<file path="config.mk">
export PLATFORM = sky130hd
export DESIGN_NAME = multdiv_ctrl
export DESIGN_NICKNAME = d
export VERILOG_FILES = /design/src/rtl/multdiv_ctrl_pkg.sv /design/src/rtl/multdiv_ctrl_md_watchdog.sv /design/src/rtl/multdiv_ctrl.sv
export SDC_FILE = /design/constraint.sdc
export NUM_CORES = 1
export LEC_CHECK = 0
export BUFFER_PORTS_ARGS = -buffer_cell sky130_fd_sc_hd__buf_2
export CAP_MARGIN = 40
export CORE_MARGIN = 1.5
export CORE_UTILIZATION = 40
export DETAILED_ROUTE_END_ITERATION = 16
export PLACE_DENSITY = 0.7
export SYNTH_ARGS = -nofsm -noshare
export SYNTH_HDL_FRONTEND = slang
export SYNTH_SLANG_ARGS = --single-unit
</file>
<file path="constraint.sdc">
create_clock -name clock -period 1.9 [get_ports clock]
set_input_delay 0.095 -clock clock [delete_from_list [all_inputs] [get_ports clock]]
set_output_delay 0.095 -clock clock [all_outputs]
set_load 0.02 [all_outputs]
</file>
<file path="src/rtl/multdiv_ctrl_pkg.sv">
// Shared constants, state type and helpers for the multiply/divide sequencer.
package multdiv_ctrl_pkg;

  localparam logic [4:0] OP_ALU      = 5'd0;
  localparam logic [4:0] ALUOP_MUL   = 5'd6;
  localparam logic [4:0] ALUOP_DIV   = 5'd7;
  localparam logic [4:0] REG_RSTATUS = 5'd30;

  // Must match the codes expected by the rstatus exception select.
  localparam logic [2:0] EXC_MUL = 3'd4;
  localparam logic [2:0] EXC_DIV = 3'd5;

  typedef enum logic [1:0] {
    ST_IDLE,
    ST_START,
    ST_BUSY,
    ST_DONE
  } md_state_e;

  function automatic logic is_md_op(input logic [4:0] opcode, input logic [4:0] aluop);
    return (opcode == OP_ALU) && ((aluop == ALUOP_MUL) || (aluop == ALUOP_DIV));
  endfunction

  function automatic logic [31:0] exc_word(input logic is_div);
    return {29'd0, (is_div ? EXC_DIV : EXC_MUL)};
  endfunction

endpackage

</file>
<file path="src/rtl/multdiv_ctrl_md_watchdog.sv">
// Busy-cycle counter with synchronous clear/enable and a terminal-count flag.
module md_watchdog #(
  parameter int unsigned MAX_CYCLES = 40,
  parameter int unsigned CNT_W      = 6
) (
  input  logic clk_i,
  input  logic rst_ni,
  input  logic clr_i,
  input  logic en_i,
  output logic tc_o
);

  logic [CNT_W-1:0] cnt_q;
  logic [CNT_W-1:0] cnt_d;

  always_comb begin
    cnt_d = cnt_q;
    if (clr_i) begin
      cnt_d = '0;
    end else if (en_i) begin
      cnt_d = cnt_q + 1'b1;
    end
  end

  always_ff @(posedge clk_i or negedge rst_ni) begin
    if (!rst_ni) begin
      cnt_q <= '0;
    end else begin
      cnt_q <= cnt_d;
    end
  end

  assign tc_o = (cnt_q == CNT_W'(MAX_CYCLES - 1));

endmodule

</file>
<file path="src/rtl/multdiv_ctrl.sv">
// Sequencer for the shared multi-cycle mul/div unit: start strobe, pipeline
// stall, watchdog, and a single writeback to rd or $rstatus.
module multdiv_ctrl
  import multdiv_ctrl_pkg::*;
#(
  parameter int unsigned MAX_CYCLES = 40,
  parameter int unsigned CNT_W      = 6
) (
  input  logic        clock,
  input  logic        reset,
  input  logic        x_valid,
  input  logic [4:0]  x_opcode,
  input  logic [4:0]  x_aluop,
  input  logic [4:0]  x_rd,
  input  logic        flush,
  input  logic        md_rdy,
  input  logic        md_exc,
  input  logic [31:0] md_result,
  output logic        ctrl_mult,
  output logic        ctrl_div,
  output logic        stall,
  output logic        wb_valid,
  output logic [4:0]  wb_rd,
  output logic [31:0] wb_data,
  output logic        timeout
);

  md_state_e   state_q, state_d;
  logic [4:0]  rd_q, rd_d;
  logic        div_q, div_d;
  logic [31:0] res_q, res_d;
  logic        exc_q, exc_d;
  logic        tmo_q, tmo_d;
  logic        mult_q, mult_d;
  logic        dstb_q, dstb_d;
  logic        wd_clr, wd_en, wd_tc;
  logic        go;

  // Gated by reset so stall reads as its reset value while reset is held.
  assign go = reset & x_valid & is_md_op(x_opcode, x_aluop) & ~flush;

  md_watchdog #(
    .MAX_CYCLES (MAX_CYCLES),
    .CNT_W      (CNT_W)
  ) u_watchdog (
    .clk_i  (clock),
    .rst_ni (reset),
    .clr_i  (wd_clr),
    .en_i   (wd_en),
    .tc_o   (wd_tc)
  );

  always_comb begin
    state_d = state_q;
    rd_d    = rd_q;
    div_d   = div_q;
    res_d   = res_q;
    exc_d   = exc_q;
    tmo_d   = tmo_q;
    mult_d  = 1'b0;
    dstb_d  = 1'b0;
    wd_clr  = 1'b0;
    wd_en   = 1'b0;

    unique case (state_q)
      ST_IDLE: begin
        if (go) begin
          rd_d    = x_rd;
          div_d   = (x_aluop == ALUOP_DIV);
          mult_d  = (x_aluop != ALUOP_DIV);
          dstb_d  = (x_aluop == ALUOP_DIV);
          state_d = ST_START;
        end
      end
      ST_START: begin
        wd_clr  = 1'b1;
        state_d = ST_BUSY;
      end
      ST_BUSY: begin
        wd_en = 1'b1;
        // md_rdy takes priority over a coincident watchdog expiry.
        if (md_rdy) begin
          res_d   = md_result;
          exc_d   = md_exc;
          state_d = ST_DONE;
        end else if (wd_tc) begin
          tmo_d   = 1'b1;
          exc_d   = 1'b1;
          state_d = ST_DONE;
        end
      end
      ST_DONE: begin
        state_d = ST_IDLE;
      end
      default: begin
        state_d = ST_IDLE;
      end
    endcase

    if (flush && (state_q != ST_IDLE)) begin
      state_d = ST_IDLE;
      tmo_d   = tmo_q;
    end
  end

  always_ff @(posedge clock or negedge reset) begin
    if (!reset) begin
      state_q <= ST_IDLE;
      rd_q    <= '0;
      div_q   <= 1'b0;
      res_q   <= '0;
      exc_q   <= 1'b0;
      tmo_q   <= 1'b0;
      mult_q  <= 1'b0;
      dstb_q  <= 1'b0;
    end else begin
      state_q <= state_d;
      rd_q    <= rd_d;
      div_q   <= div_d;
      res_q   <= res_d;
      exc_q   <= exc_d;
      tmo_q   <= tmo_d;
      mult_q  <= mult_d;
      dstb_q  <= dstb_d;
    end
  end

  assign ctrl_mult = mult_q;
  assign ctrl_div  = dstb_q;
  assign timeout   = tmo_q;

  assign stall = ((state_q == ST_IDLE) & go) | (state_q == ST_START) | (state_q == ST_BUSY);

  always_comb begin
    wb_valid = 1'b0;
    wb_rd    = '0;
    wb_data  = '0;
    if (state_q == ST_DONE) begin
      if (exc_q) begin
        wb_valid = ~flush;
        wb_rd    = REG_RSTATUS;
        wb_data  = exc_word(div_q);
      end else begin
        wb_valid = ~flush & (rd_q != 5'd0);
        wb_rd    = rd_q;
        wb_data  = res_q;
      end
    end
  end

endmodule
</file>
# Yosys cells after proc, flatten, opt, wreduce, memory -nomap -nowiden
# Cells that the tools add are included.
dict set report classes {
  n_addsub 1
  n_reduce_logical 14
  n_mux 22
  n_bitwise 10
  eq_ne 9
}
# op count
set op_table {}
lappend op_table {{two-way mux 32 bit} 2}
lappend op_table {{two-way mux 6 bit} 2}
lappend op_table {{two-way mux 1 bit} 11}
lappend op_table {{== test 5 x 3 -> 1 bit, second input constant} 2}
lappend op_table {{two-way mux 5 bit} 2}
lappend op_table {{two-way mux 2 bit} 4}
lappend op_table {{case mux 2 bit (4 select lines)} 1}
lappend op_table {{AND reduction 2 bit} 4}
lappend op_table {{adder 6 x 1 -> 6 bit, second input constant} 1}
lappend op_table {{== test 6 bit, second input constant} 1}
lappend op_table {{nonzero test 2 bit} 3}
lappend op_table {{bitwise AND 1 bit} 5}
lappend op_table {{zero test 5 bit} 1}
lappend op_table {{inequality test 5 x 3 -> 1 bit, second input constant} 1}
lappend op_table {{nonzero test 5 bit} 1}
lappend op_table {{== test 2 bit, second input constant} 2}
lappend op_table {{inequality test 4 x 3 -> 1 bit, second input constant} 1}
lappend op_table {{AND reduction 4 bit} 1}
lappend op_table {{inequality test 3 bit, second input constant} 1}
lappend op_table {{NOT 1 bit} 3}
lappend op_table {{== test 2 x 1 -> 1 bit, second input constant} 1}
lappend op_table {{logical AND 1 bit} 2}
lappend op_table {{zero test 2 bit} 1}
lappend op_table {{bitwise OR 1 bit} 2}
lappend op_table {{logical OR 1 bit} 1}
dict set report word_totals {
  wordCells 65
  register_bits 50
}

# Longest topological paths before layout
dict set report depth {
  depth_word 8
  mapped_depth 6
  mapped_depth_nobuf 6
}

# Modules after synthesis
# Synthesis repeated with hierarchy kept, for this count alone.
dict set report hier_totals {
  hier_cells 188
  area_unflattened_um2 2368.5
}
# module seq_area_each_um2 area_per_inst_um2 n_inst cells_each
set by_module_without_submodules {}
lappend by_module_without_submodules {multdiv_ctrl 1101.1 2082.0 1 160}
lappend by_module_without_submodules {md_watchdog 150.1 286.5 1 28}

# Least setup slack after synthesis
# OpenSTA, ideal clock, no wires.
dict set report synth_timing {
  path_kind {flip-flop to flip-flop}
  startpoint {register state_q[0]}
  endpoint {register res_q[0]}
  setup_ps 125
  t_arrival_ps 1371
  required_ps 1775
  synth_period_minus_slack_ps 1496
  stages_incl_launch_ff 6
  path_slack_ps 404
  path_cell_list {dfrtp_1 -> inv_1 -> ha_1 -> nand2_1 -> buf_2 -> mux2_2}
}
dict set report synth_via {
  elab_chain_len 2
}
# element line_no
set synth_lines {}
lappend synth_lines {{from (decl)} multdiv_ctrl.sv:28} ;# md_state_e state_q, state_d;
lappend synth_lines {{from (signal assigned)} multdiv_ctrl.sv:117} ;# state_q <= state_d;
lappend synth_lines {{== test 2 bit} multdiv_ctrl.sv:65} ;# unique case (state_q)
lappend synth_lines {{AND reduction 2 bit (no source line)} n/a}
lappend synth_lines {{to (signal assigned)} multdiv_ctrl.sv:120} ;# res_q <= res_d;
lappend synth_lines {{to (decl)} multdiv_ctrl.sv:31} ;# logic [31:0] res_q, res_d;
# No other way between the ends.
# A chain may end at the register's enable or synchronous reset.

# Worst setup path after layout
dict set report layout_timing {
  startpoint {register state_q[0]}
  endpoint {output wb_data[12]}
}
dict set report layout_via {
  elab_chain_len 2
}
# element line_no
set layout_lines {}
lappend layout_lines {{== test 2 bit} multdiv_ctrl.sv:138} ;# if (state_q == ST_DONE) begin
lappend layout_lines {{two-way mux 32 bit} multdiv_ctrl.sv:138}
lappend layout_lines {{to (decl)} multdiv_ctrl.sv:24} ;# output logic [31:0] wb_data,
# No other way between the ends.

==> run summary <==
Fillers -> 524
clock skew -> 0.005831 ns
largest family of logic cells by synthesized area -> multiplexers
TritonRoute pass-1 iters -> 4
Remaining DRCs -> 0
part of the power in registers -> 44.9%
io pins -> 95
crit path time final -> 1.739 ns
Slew Limit Fails -> 0
classification of the worst setup path -> flip-flop to output port
Max clock buf depth -> 2
syn nets -> 248
Cells after Synth -> 190
Worst R2R Start -> state_q[0]
sw power -> 1.266 mW
Worst-Margin Slew -> 0.6344 ns
Iter 0 DRT Violations -> 29
Worst setup SP type -> flip-flop
status -> finished, final reports clean
Clock Latency Late Sink -> 0.30 ns
Area Overhead vs Synth -> 28.83%
fin cells -> 362
vias in the first global route -> 1756
register area -> 1251 um^2
Internal -> 2.563 mW
post-CTS setup buffers -> 0
Clock power frac -> 15.7%
RSZ-0062 raised after global routing -> no
initial core utilization -> 42.41%
Clock Pin Slew Worst Setup and Hold Paths -> 0.08 ns
mux share of post-synthesis cell area -> 19.31%
gpl congestion -> 0.7823
Synth Cell Area -> 2379 um^2
Synth Area in Simple Gates -> 17.04%
die width -> 80.11 um
GRT overflow -> 0
cts bufs inserted -> 5
Yosys reg bits -> 50
Setup TNS -> 0 ns
Sinks on Clock Net -> 50
final hold vios -> 0
PD cells -> 1250 nW/um^2
Synth async-reset ratio -> 100.0%
proportion of layout cells with a drive suffix above 1 -> 52.41%
Design Area, Final -> 3064 um^2
# Max-Cap Violations -> 0
predominant post-synthesis flop cell -> dfrtp_1
Seq/Total Area, Yosys -> 52.60%
Root Driver -> clkbuf_8
maximum VDD drop -> 0.4941 mV
Worst setup endpoint -> wb_data[12]
fmax -> 575.2 MHz
synth warn -> 0
Synth Area in Compound Gates -> 5.418%
core area -> 5608 um^2
initial antenna violation count -> 0
Detailed Route WL -> 4916 um
pin count of the biggest net entering global routing -> 51
Gate power share -> 39.4%
hold crit path type -> input pin to flip-flop
P_leak -> 1.614 nW
switching share of power -> 33.06%
# diodes -> 0
hpwl dp -> 3556 um
Tcrit/Tclk final -> 91.50%
Antenna Violating Nets Remaining -> 0
row cnt -> 27
die height -> 80.11 um
Worst Setup SP -> state_q[0]
Post-Syn Area per Cell -> 12.52 um^2
# port buffers -> 94
data required time of the critical path -> 1.80 ns
CTS tree -> yes
CP arrival -> 1.64 ns
r2r worst-path depth -> 6
DR WL/cell -> 13.58 um
Slew headroom -> 57.71%
H-tree levels -> 2
die area -> 6418 um^2
reg2reg end -> state_q[1]
first-pass GRT wire length -> 8093 um
Nets -> 349
Post-DP Area -> 2962 um^2
Post-Synth Adder-Cell Area -> 2.630%
library cells used by synthesis -> 34
placed instance count -> 354
r2r setup slk -> 0.25 ns
post-DR vias/cell -> 4.901
overall routing resource usage -> 16.64%
post-synthesis xor/xnor area fraction -> 0.7365%
Final setup violation count -> 0
number of synthesized flops with an enable pin -> 0
vias -> 1774
CP Capture Type -> output port
worst-path fanout max -> 22
area of the multi-input gates -> 1074 um^2
power groups by stage:
stage,Sequential (mW),Clock (mW),Combinational (mW)
5_1_grt,1.79,0.667,1.67
2_1_floorplan,1.67,0,1.13
4_1_cts,1.72,0.631,1.54
3_5_place_dp,1.74,0,1.53
3_3_place_gp,1.71,0,1.48
6_report,1.72,0.600,1.51
worst max-delay path, stage by stage, from the launching register on:
cell and delay (ns):
dfrtp_1 0.41, ha_1 0.19, nor2b_1 0.18, buf_4 0.24, and2_1 0.17, buf_2 0.16
state kept, by name, summed over array words and instances, names as in the netlist:
register	count
res_q	32
u_watchdog.cnt_q	6
rd_q	5
timeout	1
state_q	2
exc_q	1
ctrl_mult	1
div_q	1
ctrl_div	1
worst min-delay path by stage:
| stage | end | from | slack [ns] | depth (start not counted) |
|---|---|---|---|---|
| detailed placement | timeout | reset | 0.29 | 2 |
| floorplan | ctrl_div | reset | -0.20 | 0 |
| CTS | res_q[25] | md_result[25] | 0.01 | 2 |
| global placement | ctrl_mult | x_aluop[0] | 0.28 | 2 |
| global route | res_q[25] | md_result[25] | 0.01 | 2 |
| finish | res_q[25] | md_result[25] | 0.02 | 2 |
cells by family (layout without fill, tap and decap cells):
| family | count (synthesis) | count (layout) |
|---|---|---|
| adder cells (fa/ha/maj) | 5 | 5 |
| buffers and inverters | 13 | 113 |
| flip-flops | 50 | 50 |
| AO/OA/AOI/OAI | 18 | 18 |
| XOR/XNOR | 2 | 2 |
| multiplexers | 41 | 41 |
| AND/OR/NAND/NOR | 61 | 61 |
what timing repair did:
action	4_1_cts	5_1_grt
hold buffers	2	0
gates resized for setup	0	0
hold endpoints to repair	51	0
stage by stage:
| step | total power, mW | utilization (%) | hold WS (ns) | setup slack, ns |
|---|---|---|---|---|
| after CTS | 3.888 | 54.64 | 0.01287 | 0.1275 |
| after detailed placement | 3.265 | 52.81 | 0.2850 | 0.2686 |
| after floorplan | 2.805 | - | -0.2006 | 0.4040 |
| final | 3.829 | 54.64 | 0.02251 | 0.1615 |
| after global routing | 4.125 | 54.64 | 0.01315 | 0.02775 |
| after global placement | 3.191 | 52.81 | 0.2843 | 0.3376 |
metal layers:
metal | vias up | part of all wire (%) | wire (um) | track usage, %
li1 | 857 | - | - | -
met1 | 861 | 42 | 2056 | 20.09
met2 | 50 | 51 | 2521 | 28.32
met3 | 6 | 5.3 | 261 | 4.205
met4 | 0 | 1.6 | 77 | 6.552
met5 | - | 0 | 0 | 0
cell usage after synthesis, types with 2 or more instances:
cell type / count / share of area (%)
nand4_1: 2 / 0.53
o21a_1: 6 / 1.9
nor2_1: 5 / 0.79
inv_1: 5 / 0.79
o22ai_1: 2 / 0.53
and2_1: 31 / 8.2
o22a_1: 2 / 0.74
dfrtp_1: 50 / 53
buf_2: 4 / 0.84
a21oi_1: 4 / 0.84
clkbuf_1: 4 / 0.63
nand2_1: 6 / 0.95
mux2i_1: 2 / 0.84
mux2_2: 39 / 18
ha_1: 5 / 2.6
nand3_1: 2 / 0.42
nor2b_1: 2 / 0.53
and4bb_2: 2 / 1.1
nor3b_1: 2 / 0.63
cell usage in the layout, fill, tap and decap left out, types with 4 or more instances in the layout:
master / instances
mux2_2: 39
buf_2: 94
dfrtp_1: 50
nand2_1: 6
and2_1: 31
ha_1: 5
nor2_1: 5
buf_4: 5
inv_1: 5
clkbuf_8: 6
a21oi_1: 4
o21a_1: 6
final cells by class:
type                       instances  area share (%)
clock buffer                       6           2.695
multi-input combinational        127           35.03
inverter                           5          0.6125
timing repair buffer             102           17.88
sequential                        50           40.83
tap                               72           2.940
No activity file was read; power rests on OpenSTA's default activity.
